### src/rtl/tone_detector_pkg.sv
// tone_detector_pkg: default timing for the piezo tone receiver and its state encoding
package tone_detector_pkg;
    localparam int M_6             = 37936;
    localparam int HALF_PERIOD_DEF = M_6 + 1;
    localparam int TOL_DEF         = 64;
    localparam int LOCK_COUNT_DEF  = 4;
    localparam int CNT_W_DEF       = 17;
    typedef enum logic [1:0] {IDLE, MEASURE, LOCKED} state_t;
endpackage

### src/rtl/tone_detector_if.sv
// tone_detector_if: control, tone line and status signals of the tone detector
interface tone_detector_if import tone_detector_pkg::*; #(
    parameter int CNT_W = CNT_W_DEF
);
    logic             enable;
    logic             tone_in;
    logic             tone_present;
    logic             edge_err;
    logic [CNT_W-1:0] half_period;
    modport master (output enable, tone_in, input tone_present, half_period, edge_err);
    modport slave  (input enable, tone_in, output tone_present, half_period, edge_err);
endinterface

### src/rtl/tone_detector_sync_edge.sv
// tone_detector_sync_edge: three-flop synchroniser with a one-cycle pulse on either input edge
module tone_detector_sync_edge (
    input  logic clk,
    input  logic rstn,
    input  logic din,
    output logic edge_out
);
    logic s1, s2, s3;
    always_ff @(posedge clk or negedge rstn)
        if (!rstn) {s1, s2, s3} <= '0;
        else       {s1, s2, s3} <= {din, s1, s2};
    assign edge_out = s2 ^ s3;
endmodule

### src/rtl/tone_detector.sv
// tone_detector: locks onto a square-wave tone whose edge spacing stays within HALF_PERIOD +/- TOL
module tone_detector import tone_detector_pkg::*; #(
    parameter int HALF_PERIOD = HALF_PERIOD_DEF,
    parameter int TOL         = TOL_DEF,
    parameter int LOCK_COUNT  = LOCK_COUNT_DEF,
    parameter int CNT_W       = CNT_W_DEF
) (
    input logic            clk,
    input logic            rstn,
    tone_detector_if.slave bus
);
    localparam int GW = $clog2(LOCK_COUNT + 1);
    localparam logic [CNT_W:0]   LO  = (CNT_W+1)'(HALF_PERIOD - TOL);
    localparam logic [CNT_W:0]   HI  = (CNT_W+1)'(HALF_PERIOD + TOL);
    localparam logic [CNT_W-1:0] TMO = CNT_W'(HALF_PERIOD + TOL);
    logic             tog, good, tmo, present, err;
    logic [CNT_W-1:0] cnt, hp;
    logic [CNT_W:0]   n;
    logic [GW-1:0]    good_cnt, good_nxt;
    state_t           state;
    tone_detector_sync_edge u_sync (
        .clk      (clk),
        .rstn     (rstn),
        .din      (bus.tone_in),
        .edge_out (tog)
    );
    assign n        = {1'b0, cnt} + (CNT_W+1)'(1);
    assign good     = n >= LO && n <= HI;
    assign tmo      = cnt >= TMO;
    assign good_nxt = good_cnt + GW'(1);
    // an edge coinciding with the timeout threshold is still measured as an interval
    always_ff @(posedge clk or negedge rstn)
        if (!rstn) begin
            cnt      <= '0;
            good_cnt <= '0;
            state    <= IDLE;
            present  <= 1'b0;
            hp       <= '0;
            err      <= 1'b0;
        end else if (!bus.enable) begin
            cnt      <= '0;
            good_cnt <= '0;
            state    <= IDLE;
            present  <= 1'b0;
            err      <= 1'b0;
        end else begin
            cnt <= tog ? '0 : (&cnt ? cnt : cnt + CNT_W'(1));
            err <= 1'b0;
            if (tog && state == IDLE) begin
                state    <= MEASURE;
                good_cnt <= '0;
            end else if (tog) begin
                hp <= &cnt ? cnt : n[CNT_W-1:0];
                if (!good) begin
                    err      <= 1'b1;
                    good_cnt <= '0;
                    present  <= 1'b0;
                    state    <= MEASURE;
                end else if (state == MEASURE) begin
                    good_cnt <= good_nxt;
                    if (good_nxt == GW'(LOCK_COUNT)) begin
                        state   <= LOCKED;
                        present <= 1'b1;
                    end
                end
            end else if (state != IDLE && tmo) begin
                state    <= IDLE;
                present  <= 1'b0;
                good_cnt <= '0;
            end
        end
    assign bus.tone_present = present;
    assign bus.half_period  = hp;
    assign bus.edge_err     = err;
endmodule

### src/flat_wrapper.sv
// flat-port wrapper written by rule: the top's interface ports become plain ports
module tone_detector_flat import tone_detector_pkg::*;
#(
    parameter int HALF_PERIOD = HALF_PERIOD_DEF,
    parameter int TOL         = TOL_DEF,
    parameter int LOCK_COUNT  = LOCK_COUNT_DEF,
    parameter int CNT_W       = CNT_W_DEF
)
  (clk, rstn, bus_enable, bus_tone_in, bus_tone_present, bus_half_period, bus_edge_err);
  tone_detector_if #(.CNT_W(CNT_W)) bus_i ();
  input logic clk;
  input logic rstn;
  input wire logic [$bits(bus_i.enable)-1:0] bus_enable;
  input wire logic [$bits(bus_i.tone_in)-1:0] bus_tone_in;
  output wire logic [$bits(bus_i.tone_present)-1:0] bus_tone_present;
  output wire logic [$bits(bus_i.half_period)-1:0] bus_half_period;
  output wire logic [$bits(bus_i.edge_err)-1:0] bus_edge_err;
  assign bus_i.enable = bus_enable;
  assign bus_i.tone_in = bus_tone_in;
  assign bus_tone_present = bus_i.tone_present;
  assign bus_half_period = bus_i.half_period;
  assign bus_edge_err = bus_i.edge_err;
  tone_detector #(.HALF_PERIOD(HALF_PERIOD), .TOL(TOL), .LOCK_COUNT(LOCK_COUNT), .CNT_W(CNT_W)) u_core (.clk(clk), .rstn(rstn), .bus(bus_i));
endmodule
### config.mk
export PLATFORM = sky130hd
export DESIGN_NAME = tone_detector_flat
export DESIGN_NICKNAME = d
export VERILOG_FILES = /design/src/rtl/tone_detector_pkg.sv /design/src/rtl/tone_detector_if.sv /design/src/rtl/tone_detector_sync_edge.sv /design/src/rtl/tone_detector.sv /design/src/flat_wrapper.sv
export SDC_FILE = /design/constraint.sdc
export NUM_CORES = 1
export LEC_CHECK = 0
export ABC_CLOCK_PERIOD_IN_PS = 5800
export CAP_MARGIN = 20
export CORE_ASPECT_RATIO = 1.5
export CORE_MARGIN = 2
export CORE_UTILIZATION = 62
export DETAILED_ROUTE_END_ITERATION = 12
export HOLD_SLACK_MARGIN = 0.12
export PLACE_DENSITY = 0.86
export REMOVE_ABC_BUFFERS = 1
export SLEW_MARGIN = 20
export SYNTH_ARGS = -nofsm -noshare
export SYNTH_HDL_FRONTEND = slang
export SYNTH_SLANG_ARGS = --single-unit
### constraint.sdc
create_clock -name clk -period 5.8 [get_ports clk]
set_clock_uncertainty 0.05 [all_clocks]
set_input_delay 1.16 -clock clk [delete_from_list [all_inputs] [get_ports clk]]
set_output_delay 1.16 -clock clk [all_outputs]
set_load 0.05 [all_outputs]
* Yosys cells after proc, flatten, opt, wreduce, memory -nomap -nowiden
Index checks and enable logic that the tools add are counted.
** Storage, ports and cells
- Bits in registers :: 44
- Input bits :: 4
- Output and inout port bits :: 19
- Word-level logic and storage cells :: 65
** Cells by class
- Muxes and demuxes :: 28
- Reductions and logical operators :: 10
- Eq/ne operators :: 10
- Bitwise operators :: 2
- Magnitude comparators :: 3
- Add/subtract/negate cells :: 3
** Operators by type and width (number)
- $mux 17 :: 4
- $add 17x1->18 const B :: 1
- $ge 18x16->1 const B :: 1
- $le 18x16->1 const B :: 1
- $mux 3 :: 6
- $add 17x1->17 const B :: 1
- $ge 17x16->1 const B :: 1
- $reduce_and 17->1 :: 1
- $mux 2 :: 7
- $mux 1 :: 11
- $ne 5x5->1 const B :: 2
- $ne 4x4->1 const B :: 2
- $reduce_and 3->1 :: 2
- $ne 4x1->1 const B :: 1
- $reduce_and 4->1 :: 1
- $add 3x1->3 const B :: 1
- $eq 3x3->1 const B :: 1
- $logic_and 1x1->1 :: 3
- $ne 3x1->1 const B :: 1
- $ne 3x2->1 const B :: 1
- $eq 2x1->1 const B :: 1
- $logic_not 2->1 :: 1
- $ne 2x2->1 const B :: 1
- $reduce_and 2->1 :: 1
- 3 further kinds :: 3

* Depth between registers and ports, before layout
Gate-level depths: netlist of the first run.
- Depth after elaboration :: 8
- Depth in mapped cells :: 12

* Cells and area by module
Synthesis of the first run repeated with hierarchy kept, for this count alone.
** Second synthesis, totals
- Cells, all modules :: 281
- Area total of the unflattened synthesis :: 2593.7 um^2
** Modules (own cells, without submodules)
- tone_detector :: cells each 277, sequential area each 1026.0 um^2, area an instance 2509.9 um^2, instances 1
- tone_detector_sync_edge :: cells each 4, sequential area each 75.1 um^2, area an instance 83.8 um^2, instances 1

* Worst setup path after synthesis of the first run
OpenSTA, ideal clock, no wires.
- Kind :: flip-flop to flip-flop
- Start point :: reg u_core.cnt[0]
- End point :: reg u_core.state[0]
- Path buffers :: 1
- Stages on the path, launching flop included :: 12
- Period minus slack after synthesis :: 2.642 ns
- Data arrival time :: 2.444 ns
- Data required time :: 5.602 ns
- Setup slack :: 3.158 ns
- Cell sequence :: dfrtp_1 ha_1 nand3_2 buf_4 nor3_1 nand3_1 ha_1 a41oi_2 nand2_1 o41ai_4 and3b_1 a211oi_1
** Between the ends
- Word-level cells in the longest chain between the ends :: 7
- Elaborated cells on any way between the ends :: 14
- Classes of those cells :: add/sub (1); order compare (3); eq/ne (3); mux (4); reduce/logical (3)
** Ends and longest elaborated chain
- start, declared :: line tone_detector.sv:17 : logic [CNT_W-1:0] cnt, hp;
- start signal, assigned :: line tone_detector.sv:47 : cnt <= tog ? '0 : (&cnt ? cnt : cnt + CNT_W'(1));
- $add 17x1->18 :: line tone_detector.sv:27 : assign n = {1'b0, cnt} + (CNT_W+1)'(1);
- $ge 18x16->1 or $le 18x16->1 (tied branches) :: line tone_detector.sv:28 : assign good = n >= LO && n <= HI;
- $logic_and 1x1->1 :: line tone_detector.sv:28
- $mux 2 :: line tone_detector.sv:54 : if (!good) begin
- $mux 2 :: line tone_detector.sv:52 : end else if (tog) begin
- $mux 2 :: line tone_detector.sv:49 : if (tog && state == IDLE) begin
- $mux 2 :: line tone_detector.sv:40 : end else if (!bus.enable) begin
- end signal, assigned :: line tone_detector.sv:43 : state <= IDLE;
- end signal, assigned :: line tone_detector.sv:50 : state <= MEASURE;
- end signal, assigned :: line tone_detector.sv:58 : state <= MEASURE;
- end, declared :: line tone_detector.sv:20 : state_t state;
Parallel ways exist; a longest one is shown, timed or not.
A chain may end at the register's enable or synchronous reset.

* Final worst setup path of the first run
Ends and elaborated chain as after synthesis.

==> out/metrics.cfg, run 1 <==
[timing]
finalHoldViolCount=0
slew_headroom_pct=49.5
fin_tns_setup_ns=0
final-max-slew-violation-count=0
setup_viol=0
hold_ws_ns=0.303
final_min_period_over_clock_period_pct=55.2
finalCriticalPeriod_ns=3.20
fmax_mhz=312
worst_pin_slew_ns=0.754
rsz0062_at_grt=false

[drt]
via_count=2020
viasPerCell=6.07
drt-wirelength-per-cell_um=15.5
drt_iter0_drc=79
drt_wl_total_um=5170
ant_nets=0
first_pass_iters=4
post-route-drc-count=0

[synth]
synth-async-reset-ratio_pct=100
yosysWarnings=0
synth_mux_area_share_pct=3.20
mappedNetlistArea_sq_mm=0.00258
synth_compound_area_share_pct=13.3
synth_top_family_by_area=simple AND/OR/NAND/NOR gates
synth_cell_types=57
synth_area_leaders=dfrtp_1, nor2_1, nand2_1, xnor2_1, o21ai_0
synthSimpleGateAreaFrac_pct=25.0
synthDominantCellAreaShare_pct=42.7
synthFlopType=dfrtp_1
synthCells=279
synth_fa_ha_area_share_pct=3.39
seq_area_frac_synth_pct=42.7
synthXorXnorAreaFrac_pct=7.46
synth_top_area_cell=dfrtp_1
ys_ff_latch=44
syn_area_per_cell_sq_um=9.25
synth_edf_count=0

[power]
p_per_area_mw_per_mm2=205
p_int_uw=439
switching_power_uw=148
p_leak_nw=1.20
p_clk_share_pct=34.2
seqPwrFrac_pct=54.9
power_frac_comb_pct=10.9
switching_share_pct=25.2
ir_drop_mv=0.185
power.total_uw=587

[placed_design]
hpwl_um=3610
placed_cell_area_sq_mm=0.00276
post-place-cells=326
portBuffers=22
place.gp.congestion=0.941

[worst_setup_path]
critical_path.max_fanout=13
worstSetupStartpoint=u_core.cnt[0]$_DFFE_PN0P_
critical_path_class=reg -> reg
cp.arrival_ns=3.31
rr_worst_depth=10
rr_startpoint=u_core.cnt[0]$_DFFE_PN0P_
r2r_end=u_core.state[0]$_DFFE_PN0P_
cp-start-kind=flop
crit_end=u_core.state[0]$_DFFE_PN0P_
regToRegSetupSlack_ns=2.60
worstSetupEndpointType=flop
cp.required_ns=5.91

[floorplanning]
die_h_um=83.0
pin_count=23
start_util_pct=65.2
die_w_um=56.7
rows=28
core_sq_mm=0.00396
dieArea_sq_mm=0.00471

[status]
status=completed

[worst_hold_path]
hold_start=u_core.u_sync.s1$_DFF_PN0_
hp-class=reg -> reg

[cells_and_area]
drive_gt1_share_pct=7.29
antenna_cells=0
fin_cells=333
fin_nets=299
area_growth_pct=10.7
fin_area_sq_mm=0.00286

[flow_run]
cap_violations=0

[clock_network]
cts_hold_buffers=0
htreeDepth=2
insertion_delay_ns=0.29
numCtsBuffers=5
cts.sinks=44
cts_root_buffer=clkbuf_8
cts_resized=0
postCtsSetupRepairBufs=0
clk_pin_slew_ns=0.08
clockBufferDepth=2
cts_tree=done

[grt]
antenna_found_initial=0
grt_pass1_wl_um=9140
grt_pass1_vias=2039
grt_max_degree=45
grt_usage_pct=24.0
grt-ovfl-total=0

## Yosys cell counts, types with 3 or more instances
cell type / count
xnor2_1: 13
buf_4: 4
a21oi_1: 4
nand3_1: 6
mux2i_1: 6
nor2b_1: 3
nand2_1: 34
nand2b_1: 4
and3_1: 3
inv_1: 6
buf_2: 5
xor2_1: 9
clkbuf_1: 9
dfrtp_1: 44
nor3b_1: 4
nor3_1: 12
o21ai_0: 21
nor2_1: 35
ha_1: 7
nor4_1: 4
## sequential cells by signal, indices dropped and copies added (netlist names)
register and cells:
u_core.cnt 17, u_core.u_sync.s2 1, u_core.bus.edge_err 1, u_core.bus.tone_present 1, u_core.u_sync.s1 1, u_core.bus.half_period 17
u_core.good_cnt 3, u_core.u_sync.s3 1, u_core.state 2
## layer usage
layer	track usage, %	part of all wire, %
met5	0	0
met4	10.4	3.2
met3	4.36	3.8
met2	41.6	52
met1	28.3	41
## worst max-delay path, stage by stage, from the launching register on
cell	delay, ns
dfrtp_1	0.53
ha_1	0.38
nand3_2	0.28
nor3_1	0.25
nand3_1	0.13
ha_1	0.33
a41oi_2	0.20
nand2_1	0.12
o41ai_4	0.51
and3b_1	0.24
a211oi_1	0.05
## through the flow
| stage | utilization [%] | worst slack [ns] |
|---|---|---|
| floorplan | - | 3.01 |
| global placement | 69.5 | 2.69 |
| detailed placement | 69.7 | 2.64 |
| CTS | 72.1 | 2.62 |
| global route | 72.2 | 2.30 |
| finish | 72.2 | 2.60 |
## power by group through the flow
stage / combinational (mW) / clock [mW] / sequential [mW]
floorplan: 0.0203 / 0 / 0.345
global placement: 0.0624 / 0 / 0.328
detailed placement: 0.0645 / 0 / 0.328
CTS: 0.0649 / 0.207 / 0.323
global route: 0.0705 / 0.218 / 0.323
finish: 0.0639 / 0.201 / 0.322
## area by class of cell
| type | instances | area (sq um) |
|---|---|---|
| Timing Repair Buffer | 22 | 218 |
| Inverter | 6 | 22.5 |
| Multi-Input combinational cell | 209 | 1360 |
| Clock buffer | 7 | 96.3 |
| Fill cell | 308 | 1100 |
| Tap cell | 45 | 56.3 |
| Sequential cell | 44 | 1100 |
## kinds of logic (layout without fill, tap and decap cells)
kind of cell	count (synthesis)	in the layout
adders and majority gates	7	7
AOI/OAI and AO/OA	49	49
buffers and inverters	26	35
muxes	8	8
and+or+nand+nor	123	123
xor gates and xnor gates	22	22
DFF	44	44
## placed cells by master (no fill, tap or decap), types with 2 or more instances in the layout
cell	netlist	final
nor4_2	2	2
nand4_1	2	2
nor2b_1	3	3
mux2_2	2	2
and3_1	3	3
dfrtp_1	44	44
ha_1	7	7
xor2_1	9	9
nand2b_1	4	4
mux2i_1	6	6
nor3b_1	4	4
nor2_1	35	35
clkbuf_8	0	7
nor3_1	12	12
a21oi_1	4	4
nand2_1	34	34
o211ai_1	2	2
nand3_1	6	6
nand4b_1	2	2
xnor2_1	13	13
or3_1	2	2
clkdlybuf4s50_1	0	21
o21ai_0	21	21
inv_1	6	6
a22o_1	2	2
nor4_1	4	4
a21o_1	2	2
## worst min path at each step
stage | cells after the start | to
finish | 0 | u_core.u_sync.s2$_DFF_PN0_
floorplan | 0 | u_core.u_sync.s2$_DFF_PN0_
CTS | 0 | u_core.u_sync.s2$_DFF_PN0_
global route | 0 | u_core.u_sync.s2$_DFF_PN0_
detailed placement | 0 | u_core.u_sync.s2$_DFF_PN0_
global placement | 0 | u_core.u_sync.s2$_DFF_PN0_
No activity file was read; power rests on OpenSTA's default activity.
==> inputs of run 2 (changes only) <==
--- a/config.mk
+++ b/config.mk
@@ -5,14 +5,14 @@
 export SDC_FILE = /design/constraint.sdc
 export NUM_CORES = 1
 export LEC_CHECK = 0
-export ABC_CLOCK_PERIOD_IN_PS = 5800
+export ABC_CLOCK_PERIOD_IN_PS = 3200
 export CAP_MARGIN = 20
 export CORE_ASPECT_RATIO = 1.5
 export CORE_MARGIN = 2
-export CORE_UTILIZATION = 62
+export CORE_UTILIZATION = 57
 export DETAILED_ROUTE_END_ITERATION = 12
 export HOLD_SLACK_MARGIN = 0.12
-export PLACE_DENSITY = 0.86
+export PLACE_DENSITY = 0.8
 export REMOVE_ABC_BUFFERS = 1
 export SLEW_MARGIN = 20
 export SYNTH_ARGS = -nofsm -noshare
==> constraint.sdc (replaced) <==
create_clock -name clk -period 3.2 [get_ports clk]
set_clock_uncertainty 0.05 [all_clocks]
set_input_delay 0.64 -clock clk [delete_from_list [all_inputs] [get_ports clk]]
set_output_delay 0.64 -clock clk [all_outputs]
set_load 0.05 [all_outputs]
==> run 2 against run 1 <==
  * The run now ends with design-rule violations left
  * Highest routed layer unchanged
  * Critical path depth unchanged
  * Final area up 2.3%
  * Power up 82%
  * Largest cell class unchanged
  * Via count up 2.6%
==> out/metrics.cfg, run 2 (same netlist as run 1, synthesis figures left out) <==
[status]
status=finished, violations left
violations=design-rule violations

[clock_network]
cts_root_buffer=clkbuf_8
clk_pin_slew_ns=0.08
postCtsSetupRepairBufs=0
clockBufferDepth=2
insertion_delay_ns=0.30
cts_tree=done
cts_resized=0
numCtsBuffers=5
htreeDepth=2
cts.sinks=44
cts_hold_buffers=0

[drt]
ant_nets=0
first_pass_iters=8
drt_iter0_drc=48
drt_wl_total_um=5520
viasPerCell=5.97
via_count=2073
post-route-drc-count=1
drt-wirelength-per-cell_um=15.9

[flow_run]
cap_violations=0

[timing]
rsz0062_at_grt=false
final_min_period_over_clock_period_pct=90.5
setup_viol=0
hold_ws_ns=0.317
final-max-slew-violation-count=0
fmax_mhz=345
slew_headroom_pct=37.0
finalHoldViolCount=0
worst_pin_slew_ns=0.945
finalCriticalPeriod_ns=2.90
fin_tns_setup_ns=0

[worst_setup_path]
worstSetupEndpointType=flop
regToRegSetupSlack_ns=0.30
critical_path.max_fanout=9
path_cells=ha_1 > nand3_2 > nor3_1 > nand3_1 > ha_1 > a41oi_2 > nand2_1 > o41ai_4 > and3b_1 > a211oi_1
cp.arrival_ns=3.01
cpMostUsedCell=ha_1
worst-path-buf-inv=0
worst_path_largest_cell_delay_ns=0.50
cp-start-kind=flop
rr_startpoint=u_core.cnt[0]$_DFFE_PN0P_
r2r_end=u_core.state[0]$_DFFE_PN0P_
critical_path_class=reg -> reg
crit_family=simple AND/OR/NAND/NOR gates
cp.required_ns=3.31
slowest_stage=o41ai_4
rr_worst_depth=10

[cells_and_area]
area_growth_pct=13.2
layout_commonest_cell=dfrtp_1
antenna_cells=0
final_cell_mix=dfrtp_1, nor2_1, nand2_1
drive_gt1_share_pct=10.7
fin_nets=309
postLayoutCoreUtil_pct=66.0

[worst_hold_path]
min_to=u_core.u_sync.s2$_DFF_PN0_
hold_start=u_core.u_sync.s1$_DFF_PN0_
hp-class=reg -> reg
holdPathStages=0

[placed_design]
portBuffers=22
place.gp.congestion=0.950
hpwl_um=3960

[grt]
grt_max_degree=45
grt_pass1_vias=2010
grt_pass1_wl_um=9400
antenna_found_initial=0
grt-ovfl-total=0
grt_usage_pct=24.1

[floorplanning]
dieArea_sq_mm=0.00509
die_w_um=58.9
rows=30
core_sq_mm=0.00443
start_util_pct=58.3
pin_count=23
die_h_um=86.4

[power]
ir_drop_mv=0.254
p_leak_nw=1.25
p_per_area_mw_per_mm2=365

==> run 2: how the worst max path moves through the flow <==
stage	start	end	slack (ns)	cells after the start
floorplan	u_core.cnt[0]$_DFFE_PN0P_	u_core.state[0]$_DFFE_PN0P_	0.41	10
global placement	u_core.cnt[0]$_DFFE_PN0P_	u_core.state[0]$_DFFE_PN0P_	0.41	10
detailed placement	u_core.cnt[0]$_DFFE_PN0P_	u_core.state[0]$_DFFE_PN0P_	0.31	10
CTS	u_core.cnt[0]$_DFFE_PN0P_	u_core.state[0]$_DFFE_PN0P_	0.28	10
global route	u_core.cnt[0]$_DFFE_PN0P_	u_core.state[0]$_DFFE_PN0P_	0.008	10
finish	u_core.cnt[0]$_DFFE_PN0P_	u_core.state[0]$_DFFE_PN0P_	0.30	10
==> run 2: cell type report <==
class	instances	area [sq um]
Clock buffer	6	82.6
Multi-Input combinational cell	209	1360
Tap cell	48	60.1
Sequential cell	44	1100
Fill cell	381	1510
Inverter	6	22.5
Timing Repair Buffer	32	290
Clock inverter	2	10.0
==> run 2: layer usage <==
metal	part of all wire, %	track usage (%)	vias up	wire, um
met4	2.9	10.3	0	159
met2	52	40.8	53	2890
met5	0	0	-	0
met3	4.5	5.52	14	250
met1	40	28.6	1004	2220
li1	-	-	1002	-
==> run 2: where the power goes <==
group	switching, mW	internal [mW]	leakage [nW]
registers	0.0101	0.570	0.602
logic	0.0868	0.0365	0.596
clock network	0.190	0.172	0.0510
total	0.287	0.779	1.25
==> run 2: through the flow <==
| step | total power [mW] | cells | setup slack [ns] | instance area, sq um |
|---|---|---|---|---|
| global route | 1.11 | 347 | 0.00849 | 2920 |
| detailed placement | 0.717 | 339 | 0.306 | 2830 |
| global placement | 0.713 | 339 | 0.409 | 2830 |
| CTS | 1.07 | 347 | 0.279 | 2920 |
| finish | 1.07 | 347 | 0.303 | 2920 |
| floorplan | 0.663 | 259 | 0.414 | 2480 |
